`src/rtl/ram_arb_pkg.sv`:
```
// ============================================================================
// Package  : ram_arb_pkg
// Brief    : Shared constants and types for the 1W1R round-robin RAM arbiter.
// Revision : 1.0 - initial release
// ============================================================================
`default_nettype none

package ram_arb_pkg;

  localparam int c_DEPTH_BITS  = 10;
  localparam int c_WIDTH_BITS  = 36;
  localparam int c_RD_LAT      = 3;
  localparam int c_MAX_NUM_REQ = 8;

  typedef logic [$clog2(c_MAX_NUM_REQ)-1:0] req_id_t;

  typedef struct packed {
    logic    vld;
    req_id_t id;
  } rd_tag_t;

  function automatic int idx_width(input int n);
    return (n > 1) ? $clog2(n) : 1;
  endfunction

endpackage

`default_nettype wire

```
`src/rtl/rr_arb_pick.sv`:
```
// ============================================================================
// Module   : rr_arb_pick
// Brief    : Combinational round-robin pick: lowest requester at or after the
//            pointer, wrapping, as a one-hot grant plus the winner index.
// Revision : 1.0 - initial release
// ============================================================================
`default_nettype none

module rr_arb_pick #(
  parameter int NUM_REQ = 4,
  parameter int IDX_W   = 2
) (
  input  logic [NUM_REQ-1:0] i_req,
  input  logic [IDX_W-1:0]   i_ptr,
  output logic [NUM_REQ-1:0] o_gnt,
  output logic [IDX_W-1:0]   o_idx,
  output logic               o_vld
);

  // Second scan overrides the first, so a hit at/after the pointer beats a wrapped one.
  always_comb begin
    o_idx = '0;
    o_vld = |i_req;
    for (int i = NUM_REQ - 1; i >= 0; i--) begin
      if (i_req[i] && (i < int'(i_ptr))) o_idx = IDX_W'(i);
    end
    for (int i = NUM_REQ - 1; i >= 0; i--) begin
      if (i_req[i] && (i >= int'(i_ptr))) o_idx = IDX_W'(i);
    end
    o_gnt = o_vld ? (NUM_REQ'(1) << o_idx) : '0;
  end

endmodule

`default_nettype wire

```
`src/rtl/ram_1w1r_rr_arb.sv`:
```
// ============================================================================
// Module   : ram_1w1r_rr_arb
// Brief    : Shares one simple-dual-port BRAM (registered read output) between
//            NUM_REQ requesters with independent round-robin write/read arbiters.
// Options  : RAM_ARB_SLEEP_EN - idle counter drives ram_sleep and port enables.
// Revision : 1.0 - initial release
// ============================================================================
`default_nettype none

module ram_1w1r_rr_arb
  import ram_arb_pkg::*;
#(
  parameter int NUM_REQ           = 4,
  parameter int DEPTH_BITS        = c_DEPTH_BITS,
  parameter int WIDTH_BITS        = c_WIDTH_BITS,
  parameter int SLEEP_IDLE_CYCLES = 16
) (
  input  logic                             clk,
  input  logic                             reset_n,
  input  logic [NUM_REQ-1:0]               wr_req,
  input  logic [NUM_REQ*DEPTH_BITS-1:0]    wr_addr,
  input  logic [NUM_REQ*WIDTH_BITS-1:0]    wr_data,
  output logic [NUM_REQ-1:0]               wr_gnt,
  input  logic [NUM_REQ-1:0]               rd_req,
  input  logic [NUM_REQ*DEPTH_BITS-1:0]    rd_addr,
  output logic [NUM_REQ-1:0]               rd_gnt,
  output logic [NUM_REQ-1:0]               rd_vld,
  output logic [WIDTH_BITS-1:0]            rd_data,
  output logic                             ram_sleep,
  output logic                             ram_a_en,
  output logic                             ram_a_we,
  output logic [DEPTH_BITS-1:0]            ram_a_addr,
  output logic [WIDTH_BITS-1:0]            ram_a_di,
  output logic                             ram_b_en,
  output logic [DEPTH_BITS-1:0]            ram_b_addr,
  input  logic [WIDTH_BITS-1:0]            ram_b_do
);

  localparam int c_IDX_W = idx_width(NUM_REQ);

  logic [DEPTH_BITS-1:0] w_wr_addr_arr [NUM_REQ];
  logic [WIDTH_BITS-1:0] w_wr_data_arr [NUM_REQ];
  logic [DEPTH_BITS-1:0] w_rd_addr_arr [NUM_REQ];

  logic [NUM_REQ-1:0]    w_wr_pick_gnt, w_rd_pick_gnt;
  logic [c_IDX_W-1:0]    w_wr_idx, w_rd_idx, w_wr_ptr_nxt, w_rd_ptr_nxt;
  logic                  w_wr_vld, w_rd_vld, w_hazard, w_grant_en;
  logic                  w_wr_xfer, w_rd_xfer;

  logic [c_IDX_W-1:0]    r_wr_ptr, r_rd_ptr;
  logic                  r_a_we;
  logic [DEPTH_BITS-1:0] r_a_addr, r_b_addr;
  logic [WIDTH_BITS-1:0] r_a_di, r_rd_data;
  logic [NUM_REQ-1:0]    r_rd_vld;
  rd_tag_t               r_tag [c_RD_LAT];

  generate
    for (genvar gi = 0; gi < NUM_REQ; gi++) begin : g_unpack
      assign w_wr_addr_arr[gi] = wr_addr[gi*DEPTH_BITS +: DEPTH_BITS];
      assign w_wr_data_arr[gi] = wr_data[gi*WIDTH_BITS +: WIDTH_BITS];
      assign w_rd_addr_arr[gi] = rd_addr[gi*DEPTH_BITS +: DEPTH_BITS];
    end
  endgenerate

  rr_arb_pick #(.NUM_REQ(NUM_REQ), .IDX_W(c_IDX_W)) u_wr_pick (
    .i_req (wr_req),
    .i_ptr (r_wr_ptr),
    .o_gnt (w_wr_pick_gnt),
    .o_idx (w_wr_idx),
    .o_vld (w_wr_vld)
  );

  rr_arb_pick #(.NUM_REQ(NUM_REQ), .IDX_W(c_IDX_W)) u_rd_pick (
    .i_req (rd_req),
    .i_ptr (r_rd_ptr),
    .o_gnt (w_rd_pick_gnt),
    .o_idx (w_rd_idx),
    .o_vld (w_rd_vld)
  );

  // A same-cycle same-address read would see stale data in the BRAM, so it waits a cycle.
  assign w_hazard = w_wr_vld & w_rd_vld & (w_wr_addr_arr[w_wr_idx] == w_rd_addr_arr[w_rd_idx]);

  assign wr_gnt    = w_grant_en ? w_wr_pick_gnt : '0;
  assign rd_gnt    = (w_grant_en & ~w_hazard) ? w_rd_pick_gnt : '0;
  assign w_wr_xfer = |wr_gnt;
  assign w_rd_xfer = |rd_gnt;

  assign w_wr_ptr_nxt = (w_wr_idx == c_IDX_W'(NUM_REQ - 1)) ? '0 : w_wr_idx + 1'b1;
  assign w_rd_ptr_nxt = (w_rd_idx == c_IDX_W'(NUM_REQ - 1)) ? '0 : w_rd_idx + 1'b1;

  always_ff @(posedge clk or negedge reset_n) begin
    if (!reset_n) begin
      r_wr_ptr <= '0;
      r_rd_ptr <= '0;
      r_a_we   <= 1'b0;
      r_a_addr <= '0;
      r_a_di   <= '0;
      r_b_addr <= '0;
    end else begin
      r_a_we <= w_wr_xfer;
      if (w_wr_xfer) begin
        r_a_addr <= w_wr_addr_arr[w_wr_idx];
        r_a_di   <= w_wr_data_arr[w_wr_idx];
        r_wr_ptr <= w_wr_ptr_nxt;
      end
      if (w_rd_xfer) begin
        r_b_addr <= w_rd_addr_arr[w_rd_idx];
        r_rd_ptr <= w_rd_ptr_nxt;
      end
    end
  end

  // Tag travels alongside the BRAM read pipe; the final stage lines up with ram_b_do.
  always_ff @(posedge clk or negedge reset_n) begin
    if (!reset_n) begin
      for (int s = 0; s < c_RD_LAT; s++) r_tag[s] <= '0;
      r_rd_vld  <= '0;
      r_rd_data <= '0;
    end else begin
      r_tag[0].vld <= w_rd_xfer;
      r_tag[0].id  <= req_id_t'(w_rd_idx);
      for (int s = 1; s < c_RD_LAT; s++) r_tag[s] <= r_tag[s-1];
      r_rd_vld <= r_tag[c_RD_LAT-1].vld ? (NUM_REQ'(1) << r_tag[c_RD_LAT-1].id) : '0;
      if (r_tag[c_RD_LAT-1].vld) r_rd_data <= ram_b_do;
    end
  end

`ifdef RAM_ARB_SLEEP_EN
  localparam int c_CNT_W = $clog2(SLEEP_IDLE_CYCLES + 1);

  logic [c_CNT_W-1:0] r_idle_cnt;
  logic               r_sleep;
  logic               w_tag_busy, w_idle;

  always_comb begin
    w_tag_busy = 1'b0;
    for (int s = 0; s < c_RD_LAT; s++) w_tag_busy = w_tag_busy | r_tag[s].vld;
  end

  assign w_idle = ~(|wr_req) & ~(|rd_req) & ~w_tag_busy & ~r_a_we;

  always_ff @(posedge clk or negedge reset_n) begin
    if (!reset_n) begin
      r_idle_cnt <= '0;
      r_sleep    <= 1'b0;
    end else if (!w_idle) begin
      r_idle_cnt <= '0;
      r_sleep    <= 1'b0;
    end else if (r_idle_cnt != c_CNT_W'(SLEEP_IDLE_CYCLES)) begin
      r_idle_cnt <= r_idle_cnt + 1'b1;
      if (r_idle_cnt == c_CNT_W'(SLEEP_IDLE_CYCLES - 1)) r_sleep <= 1'b1;
    end
  end

  // Grants stay off for the wake cycle while the RAM comes out of sleep.
  assign w_grant_en = reset_n & ~r_sleep;
  assign ram_sleep  = r_sleep;
  assign ram_a_en   = ~r_sleep;
  assign ram_b_en   = ~r_sleep;
`else
  assign w_grant_en = reset_n;
  assign ram_sleep  = 1'b0;
  assign ram_a_en   = 1'b1;
  assign ram_b_en   = 1'b1;
`endif

  assign ram_a_we   = r_a_we;
  assign ram_a_addr = r_a_addr;
  assign ram_a_di   = r_a_di;
  assign ram_b_addr = r_b_addr;
  assign rd_vld     = r_rd_vld;
  assign rd_data    = r_rd_data;

endmodule

`default_nettype wire
```
`config.mk`:
```
export PLATFORM = sky130hd
export DESIGN_NAME = ram_1w1r_rr_arb
export DESIGN_NICKNAME = d
export VERILOG_FILES = /design/src/rtl/ram_arb_pkg.sv /design/src/rtl/rr_arb_pick.sv /design/src/rtl/ram_1w1r_rr_arb.sv
export SDC_FILE = /design/constraint.sdc
export NUM_CORES = 1
export LEC_CHECK = 0
export BUFFER_PORTS_ARGS = -buffer_cell sky130_fd_sc_hd__buf_2
export CAP_MARGIN = 10
export CORE_MARGIN = 2
export CORE_UTILIZATION = 25
export CTS_BUF_LIST = sky130_fd_sc_hd__clkbuf_4
export DETAILED_ROUTE_END_ITERATION = 10
export PLACE_DENSITY = 0.49
export SETUP_SLACK_MARGIN = 0.1
export SKIP_LAST_GASP = 1
export SYNTH_ARGS = -nofsm -noshare
export SYNTH_HDL_FRONTEND = slang
export SYNTH_SLANG_ARGS = --single-unit
```
`constraint.sdc`:
```
create_clock -name clk -period 4.06 [get_ports clk]
set_clock_uncertainty 0.2 [all_clocks]
set_input_delay 0.812 -clock clk [delete_from_list [all_inputs] [get_ports clk]]
set_output_delay 0.812 -clock clk [all_outputs]
set_load 0.005 [all_outputs]
```
## After elaboration in Yosys (flattened, before gate mapping)

Index checks and enable logic that the tools add are counted.

| word-level totals | value |
|---|---|
| register bits | 110 |
| output and inout bits | 108 |
| logic and storage cells | 88 |

| cells by class | value |
|---|---|
| $add $sub $neg | 2 |
| magnitude comparators | 14 |
| eq/ne operators | 3 |
| shift-type cells | 3 |
| mux-type cells | 30 |
| bitwise logic cells | 6 |
| reduce and logical (&&, ||, !) cells | 16 |

Operator list:

| kind | count |
|---|---|
| 36-bit binary-select mux with 2-bit select | 1 |
| 36-bit two-way mux | 2 |
| 10-bit binary-select mux with 2-bit select | 2 |
| 10-bit two-way mux | 4 |
| 2-bit two-way mux | 16 |
| 4-bit two-way mux | 5 |
| 4-bit OR reduction | 4 |
| 1-bit logical AND | 12 |
| 1-bit by 2-bit << shifter with 4-bit output, first input constant | 3 |
| 10-bit == test | 1 |
| 1-bit by 2-bit greater-or-equal comparator with 1-bit output, first input constant | 4 |
| 1-bit by 2-bit < comparator with 1-bit output, first input constant | 4 |
| 3-bit greater-or-equal comparator, second input constant | 2 |
| 2-bit inverter with 3-bit output | 2 |
| 2-bit by 1-bit adder with 2-bit output, second input constant | 2 |
| 2-bit == test, second input constant | 2 |
| 2-bit greater-or-equal comparator, first input constant | 2 |
| 2-bit < comparator, first input constant | 2 |
| 1-bit bitwise AND | 3 |
| 1-bit inverter | 1 |

## Depth between registers and ports, before layout

| logic depth | value |
|---|---|
| word-level depth | 19 |
| gate-level depth with buffers | 15 |

## By module

Synthesis repeated with hierarchy kept, for this count alone.

| second synthesis, totals | value |
|---|---|
| cells, all modules | 384 |
| area, all modules | 5,910.7 um^2 |

Modules (own cells, without submodules):

| module | times used | cells each | area each (um^2) |
|---|---|---|---|
| ram_1w1r_rr_arb | 1 | 326 | 5,562.8 |
| rr_arb_pick | 2 | 29 | 173.9 |

## Worst setup path after synthesis

Ideal clock, no wire load.

| timing path | value |
|---|---|
| path type | input -> register |
| start | in wr_req[0] |
| end | reg r_a_di[15], in the netlist ram_a_di[15] |
| library setup time | 135 ps |
| arrival time | 3,351 ps |
| setup slack | 374 ps |
| stages on the path | 14 |
| buffers on the path | 6 |
| path through | a21oi_1 > o21a_1 > o22a_1 > buf_6 > clkinv_4 > buf_8 > clkbuf_1 > clkbuf_1 > ha_1 > and2_1 > nor4_1 > clkbuf_1 > clkbuf_1 > o21ai_0 |

| on the way | value |
|---|---|
| longest elaborated chain between the ends | 10 |
| elaborated cells on any way between the ends | 16 |

RTL lines:

| what | line | text |
|---|---|---|
| start: declaration | ram_1w1r_rr_arb.sv:20 | `input logic [NUM_REQ-1:0] wr_req,` |
| 1-bit logical AND | rr_arb_pick.sv:25 | `if (i_req[i] && (i < int'(i_ptr))) o_idx = IDX_W'(i);` |
| 2-bit two-way mux | rr_arb_pick.sv:25 |  |
| 2-bit two-way mux (4 in a row) | rr_arb_pick.sv:28 | `if (i_req[i] && (i >= int'(i_ptr))) o_idx = IDX_W'(i);` |
| 1-bit by 2-bit << shifter with 4-bit output | rr_arb_pick.sv:30 | `o_gnt = o_vld ? (NUM_REQ'(1) << o_idx) : '0;` |
| 4-bit two-way mux * | rr_arb_pick.sv:30 |  |
| 4-bit two-way mux * | ram_1w1r_rr_arb.sv:84 | `assign wr_gnt = w_grant_en ? w_wr_pick_gnt : '0;` |
| named net wr_gnt[0] | ram_1w1r_rr_arb.sv:23 | `output logic [NUM_REQ-1:0] wr_gnt,` |
| 4-bit OR reduction * | ram_1w1r_rr_arb.sv:86 | `assign w_wr_xfer = \|wr_gnt;` |
| end signal: assignment | ram_1w1r_rr_arb.sv:104 | `r_a_di <= w_wr_data_arr[w_wr_idx];` |
| end: declaration | ram_1w1r_rr_arb.sv:53 | `logic [WIDTH_BITS-1:0] r_a_di, r_rd_data;` |

The timed path passes the listed nets; every way through them passes the cells marked *. The select of a mux whose other input is x is not followed.
A chain may end at the register's enable or synchronous reset.

## Worst setup path in the final report

| timing path | value |
|---|---|
| start | reg r_wr_ptr[1] |
| end | out rd_gnt[1] |

| on the way | value |
|---|---|
| longest elaborated chain between the ends | 18 |
| elaborated cells on any way between the ends | 28 |

RTL lines:

| what | line | text |
|---|---|---|
| start: declaration | ram_1w1r_rr_arb.sv:50 | `logic [c_IDX_W-1:0] r_wr_ptr, r_rd_ptr;` |
| start signal: assignment | ram_1w1r_rr_arb.sv:105 | `r_wr_ptr <= w_wr_ptr_nxt;` |
| 2-bit < comparator | rr_arb_pick.sv:25 |  |
| 1-bit logical AND | rr_arb_pick.sv:25 |  |
| 2-bit two-way mux (3 in a row) | rr_arb_pick.sv:25 |  |
| 2-bit two-way mux (3 in a row) | rr_arb_pick.sv:28 |  |
| 2-bit two-way mux * | rr_arb_pick.sv:28 |  |
| 2-bit inverter with 3-bit output (not written as such) * | ram_1w1r_rr_arb.sv:82 | `assign w_hazard = w_wr_vld & w_rd_vld & (w_wr_addr_arr[w_wr_idx] == w_rd_addr_arr[w_rd_idx]);` |
| 10-bit binary-select mux with 2-bit select * | ram_1w1r_rr_arb.sv:82 |  |
| 10-bit two-way mux (not written as such) * (2 in a row) | ram_1w1r_rr_arb.sv:82 |  |
| 10-bit == test * | ram_1w1r_rr_arb.sv:82 |  |
| 1-bit bitwise AND * | ram_1w1r_rr_arb.sv:82 |  |
| 1-bit inverter * | ram_1w1r_rr_arb.sv:85 | `assign rd_gnt = (w_grant_en & ~w_hazard) ? w_rd_pick_gnt : '0;` |
| 1-bit bitwise AND * | ram_1w1r_rr_arb.sv:85 |  |
| 4-bit two-way mux * | ram_1w1r_rr_arb.sv:85 |  |
| end: declaration | ram_1w1r_rr_arb.sv:26 | `output logic [NUM_REQ-1:0] rd_gnt,` |

Mark *: on every way between the ends. The rest lies on a longest branch, timed or not. The select of a mux whose other input is x is not followed.

==> results.cfg <==
[run_status]
outcome = finished, violations left
violations = setup timing

[floorplanning]
start_util = 0.256
fp.dieH_um = 165
ios = 378
row_count = 58
die_x_um = 165
core_area_mm2 = 0.0253
die_area_mm2 = 0.0272

[critical_path]
cp.arrival_ns = 3.10
crit_family = simple AND/OR/NAND/NOR gates
slowest_delay_ns = 0.49
critical_path.endpoint_type = output port
path_max_fanout = 10
cp_cell_sequence = mux2i_4 -> nor2_4 -> nor3_4 -> buf_12 -> buf_6 -> o211ai_1 -> a211o_1 -> nand4_1 -> nor4_4 -> a21oi_4 -> and2_1 -> buf_2
crit_type = flip-flop to output port
start_kind = flip-flop
slowest_stage = dfrtp_2
crit_buf_inv = 3
crit_required_ns = 3.05

[sta]
fmax_ghz = 0.243
maxSlewHeadroom = 0.483
worst_slew_pin_slew_ns = 0.769
hold_viol = 0
rsz0062_at_grt = true
finalMaxSlewViolations = 0
setup_slack_ns = -0.0491
fin_crit_sh = 1.01
fin_crit_ns = 4.11
finalSetupViolCount = 4

[drt]
top_layer_used = met4
drtPass1Iterations = 4
wl_met2_mm = 12.7
vias_per_cell = 4.49
drt-met1-wl_mm = 10.4
met3_length_mm = 1.25
via_count = 6667
drt_iter0_drc = 289
post_drt_wl_per_cell_um = 16.6
drc = 0
wirelength_mm = 24.6
ant_nets = 0

[pwr]
switching_share = 0.424
pwr-share-comb = 0.586
p_leak_nw = 4.88
power_frac_clock = 0.103
p_int_mw = 3.52
p_sw_mw = 2.59
seqPwrFrac = 0.311
peakVddDrop_uv = 247
powerDensity_mw_per_mm2 = 657

[global_routing]
grt_pass1_wl_mm = 36.1
grt_pass1_vias = 6308
grt_usage = 0.174
antenna_found_initial = 2
grt_max_degree = 75
grt-ovfl-total = 0

[logic_synthesis]
syn-cell-area_mm2 = 0.00647
synth_common_cells = nand2_1 (236), dfrtp_1 (110), nand3_1 (80)
synth_cells = 760
netlist.area_leader.share = 0.426
synth.avg_cell_area_um2 = 8.51
yosys_register_bits = 110
yosysTopAreaCell = dfrtp_1
synth.most_common_cell = nand2_1
synth_area_leaders = dfrtp_1 (43%), nand2_1 (14%), mux2_2 (7.5%)
ys_async_sr_fraction = 1.00
synth_edf_count = 0
synthFlopType = dfrtp_1
synth_cell_types = 50
ys_seq_area_frac = 0.426
yosysWarnings = 0

[clock_tree]
cts_num_sinks = 110
htree_levels = 3
clkTransAtPathRegs_ns = 0.19
clock_path_buffers = 2
numCtsBuffers = 9
root_buffer = clkbuf_4
cts_tree = yes
clock_latency_ns = 0.48

[finish]
layout-drive-gt1-share = 0.458
final_cells = 1486
utilization = 0.368
syn2layout_area_growth_pct = 43.7
stdcell_area_mm2 = 0.00929
fill_cells = 2721
fin_nets = 1427

[placed_design]
place_hpwl_mm = 19.3
placedCellCount = 1450
port_buffers = 374
dpl_worst_slack_ns = -0.0623
dpl-instance-area_mm2 = 0.00883
gp_congestion = 0.807

[min_path]
hold_class = flip-flop to flip-flop

[flow_run]
maxCapViolations = 0
state kept, by name (all words and copies together) (netlist names):
| signal | count |
|---|---|
| ram_a_addr | 10 |
| r_tag | 9 |
| ram_a_di | 36 |
| ram_b_addr | 10 |
| r_wr_ptr | 2 |
| r_rd_ptr | 2 |
| rd_data | 36 |
| rd_vld | 4 |
| ram_a_we | 1 |
area by class of cell:
cell class / instances / area [um^2] / area share
clock buffer: 9 / 67.6 / 0.00727
sequential: 110 / 2760 / 0.296
inverter: 20 / 80.1 / 0.00862
multi-input combinational: 577 / 3500 / 0.376
timing repair buffer: 431 / 2390 / 0.257
tap: 330 / 413 / 0.0444
antenna: 2 / 5.00 / 0.000539
clock inverter: 7 / 87.6 / 0.00942
power groups by stage:
stage	Clock, mW	Sequential (mW)	Combinational, mW
after global placement	0	1.91	3.39
final	0.627	1.90	3.58
after CTS	0.672	1.91	3.53
after global routing	0.713	1.98	4.00
after detailed placement	0	1.93	3.42
after floorplan	0	1.96	1.98
kinds of logic (layout without fill, tap and decap cells):
logic type | count (synthesis) | after routing | share of synthesized area
AOI/OAI and AO/OA | 113 | 113 | 0.116
xor gates and xnor gates | 3 | 3 | 0.00406
adders and majority gates | 8 | 8 | 0.0155
buffers and inverters | 74 | 467 | 0.0559
DFF | 110 | 110 | 0.426
muxes | 69 | 69 | 0.122
other | 2 | 5 | 0.00116
and+or+nand+nor | 381 | 381 | 0.259
placed cells by master, fill, tap and decap left out, drive strengths merged, types with 9 or more instances in the layout:
cell type / instances
dfrtp: 110
buf: 430
mux2: 52
and2: 9
o211ai: 19
clkbuf: 9
nand2: 236
mux2i: 17
nand4: 14
inv: 23
nand3: 80
nor2: 14
o21ai: 57
worst paths after layout:
| kind | start | to | slack (ns) | cells past startpoint |
|---|---|---|---|---|
| max | r_wr_ptr[1] | rd_gnt[1] | -0.05 | 12 |
| min | r_tag[11] | r_tag[7] | 0.17 | 0 |
| max reg2reg | r_wr_ptr[1] | ram_b_addr[1] | 0.56 | 14 |
| min reg2reg | r_tag[11] | r_tag[7] | 0.17 | 0 |
| max in group asynchronous | reset_n | r_wr_ptr[1] | 2.02 | 3 |
| min in group asynchronous | reset_n | ram_a_addr[1] | 0.54 | 2 |
metal layers:
metal / GRT usage / vias up
met2: 0.303 / 193
met5: 0 / -
met3: 0.0367 / 15
li1: - / 3371
met1: 0.223 / 3088
met4: 0.0340 / 0
stage by stage:
stage	power, mW	setup TNS [ns]	hold WS [ns]
floorplan	3.94	0	0.131
global placement	5.31	-0.0460	0.134
detailed placement	5.35	-0.234	0.138
CTS	6.11	-0.177	0.179
global route	6.69	-0.907	0.192
finish	6.11	-0.170	0.174
what timing repair did:
item                                    in CTS  in global routing
buffers inserted                             9                  8
endpoints found under the setup margin       6                  8
hold endpoints to repair                    14                  0
hold buffers                                 1                  0
gates resized for setup                     15                 16
pin swaps                                    9                 11
Power figures use the tool's default switching activity.
